File: src/rtl/updi_uart_rx.sv
// UPDI receive path: oversampled 8E2 (or 8E1) UART receiver with a
// valid/ready holding register, per-byte error flags and BREAK detection.
module updi_uart_rx #(
   parameter int unsigned OVERSAMPLE = 16,
   parameter int unsigned STOP_BITS  = 2
) (
   input  logic       clk_in,
   input  logic       rst_n,
   input  logic       sample_tick,
   input  logic       rx_enable,
   input  logic       rx,
   output logic [7:0] data,
   output logic       data_valid,
   input  logic       data_ready,
   output logic       parity_err,
   output logic       frame_err,
   output logic       overrun,
   output logic       break_det,
   output logic       busy
);

   localparam int unsigned CW = $clog2(OVERSAMPLE);
   localparam logic [CW-1:0] OS_MAX = CW'(OVERSAMPLE - 1);
   localparam logic [CW-1:0] OS_MID = CW'(OVERSAMPLE / 2);
   localparam logic          LAST_STOP = 1'(STOP_BITS - 1);

   typedef enum logic [2:0] {
      IDLE, START, DATA, PARITY, STOP, BRK_WAIT
   } state_t;

   state_t          state, state_next;
   logic            rx_meta, rx_s;
   logic [CW-1:0]   os_cnt;
   logic [2:0]      bit_idx;
   logic            stop_idx;
   logic [7:0]      shreg;
   logic            par_bit, perr, ferr;
   logic            sample, is_break, commit_req, commit_pend, brk_enter;
   logic            accept;

   assign sample   = sample_tick && (os_cnt == OS_MAX);
   assign is_break = (stop_idx == 1'b0) && !rx_s && (shreg == 8'h00) && !par_bit;
   assign accept   = data_valid && data_ready;

   // two-flop synchronizer for the asynchronous line
   always_ff @(posedge clk_in or negedge rst_n) begin
      if (!rst_n) begin
         rx_meta <= 1'b1;
         rx_s    <= 1'b1;
      end else begin
         rx_meta <= rx;
         rx_s    <= rx_meta;
      end
   end

   // state register
   always_ff @(posedge clk_in or negedge rst_n) begin
      if (!rst_n) state <= IDLE;
      else        state <= state_next;
   end

   // next-state logic; receiving states abort to IDLE when the receiver is disabled
   always_comb begin
      state_next = state;
      case (state)
         IDLE:
            if (sample_tick && rx_enable && !rx_s) state_next = START;
         START:
            if (!rx_enable) state_next = IDLE;
            else if (sample_tick && os_cnt == OS_MID) state_next = rx_s ? IDLE : DATA;
         DATA:
            if (!rx_enable) state_next = IDLE;
            else if (sample && bit_idx == 3'd7) state_next = PARITY;
         PARITY:
            if (!rx_enable) state_next = IDLE;
            else if (sample) state_next = STOP;
         STOP:
            if (!rx_enable) state_next = IDLE;
            else if (sample) begin
               if (is_break) state_next = BRK_WAIT;
               else if (stop_idx == LAST_STOP) state_next = IDLE;
            end
         BRK_WAIT:
            if (sample_tick && rx_s) state_next = IDLE;
         default: state_next = IDLE;
      endcase
   end

   // output decode: busy, frame commit request, BREAK entry
   always_comb begin
      busy       = (state != IDLE);
      commit_req = (state == STOP) && rx_enable && sample && !is_break && (stop_idx == LAST_STOP);
      brk_enter  = (state_next == BRK_WAIT) && (state != BRK_WAIT);
   end

   // bit timing counters, shift register and per-frame error capture
   always_ff @(posedge clk_in or negedge rst_n) begin
      if (!rst_n) begin
         os_cnt   <= '0;
         bit_idx  <= '0;
         stop_idx <= 1'b0;
         shreg    <= '0;
         par_bit  <= 1'b0;
         perr     <= 1'b0;
         ferr     <= 1'b0;
      end else if (sample_tick) begin
         case (state)
            IDLE: os_cnt <= CW'(1);
            START:
               if (os_cnt == OS_MID) begin
                  os_cnt  <= '0;
                  bit_idx <= '0;
                  ferr    <= 1'b0;
               end else begin
                  os_cnt <= os_cnt + 1'b1;
               end
            DATA, PARITY, STOP: begin
               os_cnt <= (os_cnt == OS_MAX) ? '0 : os_cnt + 1'b1;
               if (os_cnt == OS_MAX) begin
                  if (state == DATA) begin
                     shreg   <= {rx_s, shreg[7:1]};
                     bit_idx <= bit_idx + 1'b1;
                  end else if (state == PARITY) begin
                     par_bit  <= rx_s;
                     perr     <= (^shreg) ^ rx_s;
                     stop_idx <= 1'b0;
                  end else begin
                     ferr     <= ferr | !rx_s;
                     stop_idx <= stop_idx + 1'b1;
                  end
               end
            end
            default: ;
         endcase
      end
   end

   // commit one cycle after the last stop sample so ferr includes it
   always_ff @(posedge clk_in or negedge rst_n) begin
      if (!rst_n) begin
         commit_pend <= 1'b0;
         break_det   <= 1'b0;
      end else begin
         commit_pend <= commit_req;
         break_det   <= brk_enter;
      end
   end

   // holding register with sticky overrun; a discard keeps the held byte
   always_ff @(posedge clk_in or negedge rst_n) begin
      if (!rst_n) begin
         data       <= '0;
         data_valid <= 1'b0;
         parity_err <= 1'b0;
         frame_err  <= 1'b0;
         overrun    <= 1'b0;
      end else if (commit_pend && (!data_valid || data_ready)) begin
         data       <= shreg;
         parity_err <= perr;
         frame_err  <= ferr;
         data_valid <= 1'b1;
         overrun    <= 1'b0;
      end else if (commit_pend) begin
         overrun <= 1'b1;
      end else if (accept) begin
         data_valid <= 1'b0;
         overrun    <= 1'b0;
      end
   end

endmodule

File: config.mk
export PLATFORM = sky130hd
export DESIGN_NAME = updi_uart_rx
export DESIGN_NICKNAME = d
export VERILOG_FILES = /design/src/rtl/updi_uart_rx.sv
export SDC_FILE = /design/constraint.sdc
export NUM_CORES = 1
export LEC_CHECK = 0
export CAP_MARGIN = 20
export CORE_UTILIZATION = 55
export CTS_BUF_LIST = sky130_fd_sc_hd__clkbuf_4
export CTS_CLUSTER_SIZE = 14
export DETAILED_ROUTE_END_ITERATION = 16
export PLACE_DENSITY_LB_ADDON = 0.12
export SYNTH_ARGS = -nofsm -noshare
export SYNTH_HDL_FRONTEND = slang
export SYNTH_SLANG_ARGS = --single-unit
File: constraint.sdc
create_clock -name clk_in -period 2.3 [get_ports clk_in]
set_input_delay 0.575 -clock clk_in [delete_from_list [all_inputs] [get_ports clk_in]]
set_output_delay 0.575 -clock clk_in [all_outputs]
set_load 0.02 [all_outputs]
* After elaboration in Yosys (flattened, before gate mapping)
Cells that the tools add are included.
W data, S select, Z words.
** Cells by class
- $add $sub $neg :: 3
- $mul :: 0
- Divide/modulo/power cells :: 0
- Order comparisons :: 0
- Eq/ne operators :: 16
- Shift-type cells :: 0
- Multiplexer cells :: 32
- Bitwise operators :: 4
- Reduce and logical (&&, ||, !) cells :: 37
** Operator list (count)
- $mux W3 :: 15
- $pmux W3 S6 :: 1
- $logic_and A1 B1 Y1 :: 16
- $eq A3 B3 Y1 const B :: 4
- $pmux W4 S3 :: 1
- $mux W1 :: 10
- $ne A2 B2 Y1 const B :: 5
- $reduce_and A5 Y1 :: 2
- $reduce_bool A3 Y1 :: 3
- $eq A4 B4 Y1 const B :: 2
- $logic_not A8 Y1 :: 1
- $mux W4 :: 2
- $reduce_and A4 Y1 :: 2
- $reduce_xor A8 Y1 :: 1
- $eq A3 B2 Y1 const B :: 2
- $pmux W3 S2 :: 1
- $reduce_and A6 Y1 :: 1
- $add A4 B1 Y4 const B :: 1
- $logic_not A1 Y1 :: 4
- $reduce_and A2 Y1 :: 2
- $reduce_bool A2 Y1 :: 2
- $add A3 B1 Y3 const B :: 1
- $eq A3 B1 Y1 const B :: 1
- $logic_not A3 Y1 :: 1
- other kinds (10) :: 11
** Storage, ports and cells
- Bits in registers :: 38
- Latch bits :: 0
- Bits in writable memories :: 0
- ROM bits :: 0
- Output and inout port bits :: 14
- Word-level logic and storage cells :: 109
- Memories kept :: 0

* Logic depth before layout (Yosys ltp)
- Word-level depth :: 10
- Gate-level depth with buffers :: 6
- Gate-level depth less buffers :: 6

* Least setup slack after synthesis
No wires, ideal clock.
- Path type :: reg2reg
- Start :: reg os_cnt[0]
- End :: reg state[0]
- Arrival time :: 1.582 ns
- Required time :: 2.174 ns
- Path slack :: 0.592 ns
- Stages on the path, launching flop included :: 7
- Cells stage by stage :: dfrtp_1 ha_1 and4_4 buf_6 a311oi_2 nor4bb_1 a311o_1
** On the way
- Longest elaborated chain between the ends :: 6
- Elaborated cells on any way between the ends :: 14
** Ends and longest elaborated chain
- start: declaration :: RTL line 33 : logic [CW-1:0] os_cnt;
- start signal: assignment :: RTL line 115 : os_cnt <= os_cnt + 1'b1;
- start signal: assignment :: RTL line 118 : os_cnt <= (os_cnt == OS_MAX) ? '0 : os_cnt + 1'b1;
- $eq A4 B4 Y1 :: RTL line 41 : assign sample = sample_tick && (os_cnt == OS_MAX);
- $logic_and A1 B1 Y1 :: RTL line 41
- $logic_and A1 B1 Y1 :: RTL line 73 : else if (sample && bit_idx == 3'd7) state_next = PARITY;
- $mux W3 :: RTL line 73
- $mux W3 :: RTL line 72 : if (!rx_enable) state_next = IDLE;
- $pmux W3 S6 (*) :: RTL line 65 : case (state)
- net state_next[0] :: RTL line 31 : state_t state, state_next;
- end signal: assignment :: RTL line 59 : else state <= state_next;
- end: declaration :: RTL line 31
Mark *: on every way through the listed nets, which the timed path passes. The rest lies on a longest branch.
A chain may end at the register's enable or synchronous reset.

* Worst setup path in the final report
- Start :: reg state[1]
- End :: out busy
** On the way
- Longest elaborated chain between the ends :: 1
** Ends and longest elaborated chain
- $reduce_bool A3 Y1 :: RTL line 91 : busy = (state != IDLE);
- end: declaration :: RTL line 19 : output logic busy
No other way between the ends.

==> parameters.txt <==
Parameter                              Value

Status
  Status ... finished, final reports clean

Power and ir drop
  Maximum ir drop on the vdd rail ... 0.389 mV
  Portion of total power attributed to combinational logic ... 0.071
  Pwr per Cell Area ... 538 nW/um^2
  P_leak ... 1.10 nW
  Internal power component ... 0.953 mW
  Flop pwr share ... 0.559
  Net switching power ... 0.274 mW
  Fraction of power consumed by the clock network ... 0.370
  Switching share of power ... 0.224

Worst setup path
  Biggest fanout along the worst timing path ... 3
  Crit start category ... flip-flop
  Kind of critical path ... reg -> out
  Crit path required time ... 1730 ps
  Path depth of the worst reg2reg path ... 6
  Data arrival at the endpoint of the critical path ... 1380 ps
  Critical path endpoint category ... output port

Floorplanning
  Die ar. ... 3800 sq um
  Core area ... 3360 sq um
  I/O pin count ... 20
  Width of the chip ... 61.6 um
  Die height ... 61.6 um
  Row cnt ... 21
  Initial Util ... 0.581

STA
  Setup_tns ... 0 ps
  Number of max-slew violations in the final report ... 0
  Setup slack of the critical path after layout ... 343 ps
  Part of the cycle the worst path needs ... 0.851
  Setup repair after global routing missed its margin ... false
  Fin crit period ... 1960 ps
  Max Clock Skew ... 7.71 ps
  Max-slew headroom at the worst pin ... 0.690
  Setup Viol. Count Final ... 0
  Tightest Pin Transition ... 465 ps
  Highest achievable clock rate ... 0.511 GHz
  Final Hold Viols ... 0
  Worst-case hold slack ... 161 ps

Synthesis
  Simple-gate portion of the synthesized area ... 0.181
  Number of synthesized flops with an enable pin ... 0
  Combinational family with the most area after synthesis ... simple AND/OR/NAND/NOR gates
  Leading area contributor after synthesis ... sky130_fd_sc_hd__dfrtp_1
  #FFs+latches synth ... 38
  Synth async-reset ratio ... 1.00
  Most frequently used flop master after synthesis ... sky130_fd_sc_hd__dfrtp_1
  Mean post-synth cell area ... 11.3 sq um
  Post-synth design cell area ... 1960 sq um
  Area share of the largest cell type after synthesis ... 0.461
  Leading cell type by number of instances after synthesis ... sky130_fd_sc_hd__dfrtp_1
  Count of distinct cell types in the synthesized netlist ... 50
  Top post-synthesis cells by area ... sky130_fd_sc_hd__dfrtp_1 (46%), sky130_fd_sc_hd__ha_1 (5.1%), sky130_fd_sc_hd__mux2i_1 (4.6%)
  Share of cell area taken by muxes after synthesis ... 0.0864
  Number of warning messages in the yosys log ... 0
  Net count of the mapped netlist ... 187
  Fraction of the yosys area taken by sequential cells ... 0.488
  Post-Synth XOR/XNOR Area ... 0.0179
  Complex-gate fraction of the synthesized area ... 0.125
  Adder and majority gate portion of the synthesized area ... 0.0512
  Top cells by instance count after synthesis ... sky130_fd_sc_hd__dfrtp_1 (36), sky130_fd_sc_hd__nand2_1 (17), sky130_fd_sc_hd__inv_1 (11)
  Post-synthesis instance total ... 173

Place
  Final weighted congestion in routability-driven placement ... 0.823
  Cell area after placement ... 2200 sq um
  Post-detail-place hpwl ... 2690 um
  Post-place setup slack ... 219 ps
  Port buffer count ... 19

Route
  Initial DRC Count ... 50
  Total number of vias ... 1416
  Total Wirelength ... 3760 um
  Post-route ant nets ... 0
  First-pass DRT Iterations ... 4
  Average wire length per cell after detail routing ... 15.4 um
  Remaining DRCs ... 0
  Via count normalized by instance count ... 5.78

Final layout
  Post-layout instance area ... 2280 sq um
  Filler instances ... 268
  Share of cells above drive strength 1 ... 0.146
  Post-synthesis to final-layout area growth ... 16.7%
  Area taken by multi-input logic gates ... 903 sq um
  Diode count ... 0
  Nets ... 212
  Register area ... 953 sq um

Clocking
  Number of buffers created by CTS ... 5
  Reg clk slew, reported paths ... 110 ps
  CTS tree ... done
  Clk_lat worst skew ... 350 ps
  Number of H-tree branching levels ... 2
  Clock root buffer master ... sky130_fd_sc_hd__clkbuf_4
  Post-CTS setup-driven buffer insertion count ... 0
  Max Root-Sink Buffers ... 2
  Total clock sinks ... 38

Worst hold path
  Hold Path Class ... in -> async

Global routing
  First-pass GRT wire length ... 6070 um
  Initial antenna violation count ... 0
  GR Util All Layers ... 0.227
  Total grt overflow ... 0
  Maximum number of pins on one net before global-route repair ... 21
  Number of global-route vias before repair ... 1303

Job
  Maxcap violations ... 0
metal layers:
metal	share of wire	track usage	vias to the layer above
met3	0.048	0.0546	5
met5	0	0	-
met2	0.47	0.344	47
li1	-	-	667
met1	0.47	0.310	697
met4	0.011	0.102	0
repair_timing:
item / in CTS / in global routing
hold buffers: 0 / 0
gates resized for setup: 0 / 1
setup endpoints to repair: 0 / 1
power by group through the flow:
stage	sequential (mW)	clock, mW	combinational, mW
2_1_floorplan	0.695	0	0.0516
3_3_place_gp	0.698	0	0.0832
3_5_place_dp	0.699	0	0.0861
4_1_cts	0.686	0.462	0.0872
5_1_grt	0.688	0.486	0.0970
6_report	0.686	0.454	0.0871
critical path: stages (launching register included):
cell,delay (ps)
sky130_fd_sc_hd__dfrtp_1,410
sky130_fd_sc_hd__or3_1,390
sky130_fd_sc_hd__dlymetal6s2s_1,230
kinds of logic after synthesis:
family / after synthesis
fa+ha+maj: 8
flops: 38
compound gates: 36
simple gates: 51
mux: 16
xor+xnor: 4
buf+inv: 20
flip-flops by register name, indices dropped and copies added (netlist names), 3 cells and up:
| register | count |
|---|---|
| shreg | 8 |
| data | 8 |
| state | 3 |
| os_cnt | 4 |
| bit_idx | 3 |
cell usage in the layout (no fill, tap or decap), types with 6 or more instances in the layout:
cell                              synthesis  routed
sky130_fd_sc_hd__ha_1                     8       8
sky130_fd_sc_hd__o21ai_0                 10      10
sky130_fd_sc_hd__inv_1                   11      11
sky130_fd_sc_hd__dfrtp_1                 36      36
sky130_fd_sc_hd__o21ai_1                  6       6
sky130_fd_sc_hd__nand2_1                 17      17
sky130_fd_sc_hd__clkdlybuf4s50_1          0      17
sky130_fd_sc_hd__mux2i_1                  9       9
sky130_fd_sc_hd__buf_4                    1       8
sky130_fd_sc_hd__clkbuf_4                 0       6
final cells by class:
cell class / instances / area share
multi-input cells: 115 / 0.396
inverters: 11 / 0.0181
flip-flops and latches: 38 / 0.418
clock inverters: 2 / 0.0148
well taps: 46 / 0.0252
repair buffers: 27 / 0.109
clock buffers: 6 / 0.0197
worst paths after layout:
kind	start	to	slack, ps
worst max-delay path	state[1]$_DFF_PN0_	busy	340
worst min-delay path	rst_n	data[0]$_DFFE_PN0P_	160
worst max register to register	os_cnt[0]$_DFFE_PN0P_	shreg[2]$_DFFE_PN0P_	490
worst min register to register	rx_meta$_DFF_PN1_	rx_s$_DFF_PN1_	370
max in group asynchronous	rst_n	rx_meta$_DFF_PN1_	1560
min in group clk_in	rx_meta$_DFF_PN1_	rx_s$_DFF_PN1_	370
stage by stage:
stage,utilization,cells,total power [mW]
6_report,0.679,245,1.23
5_1_grt,0.679,245,1.27
4_1_cts,0.678,245,1.24
3_5_place_dp,0.654,237,0.785
3_3_place_gp,0.654,237,0.781
2_1_floorplan,-,173,0.747
No activity file was read; power rests on OpenSTA's default activity.
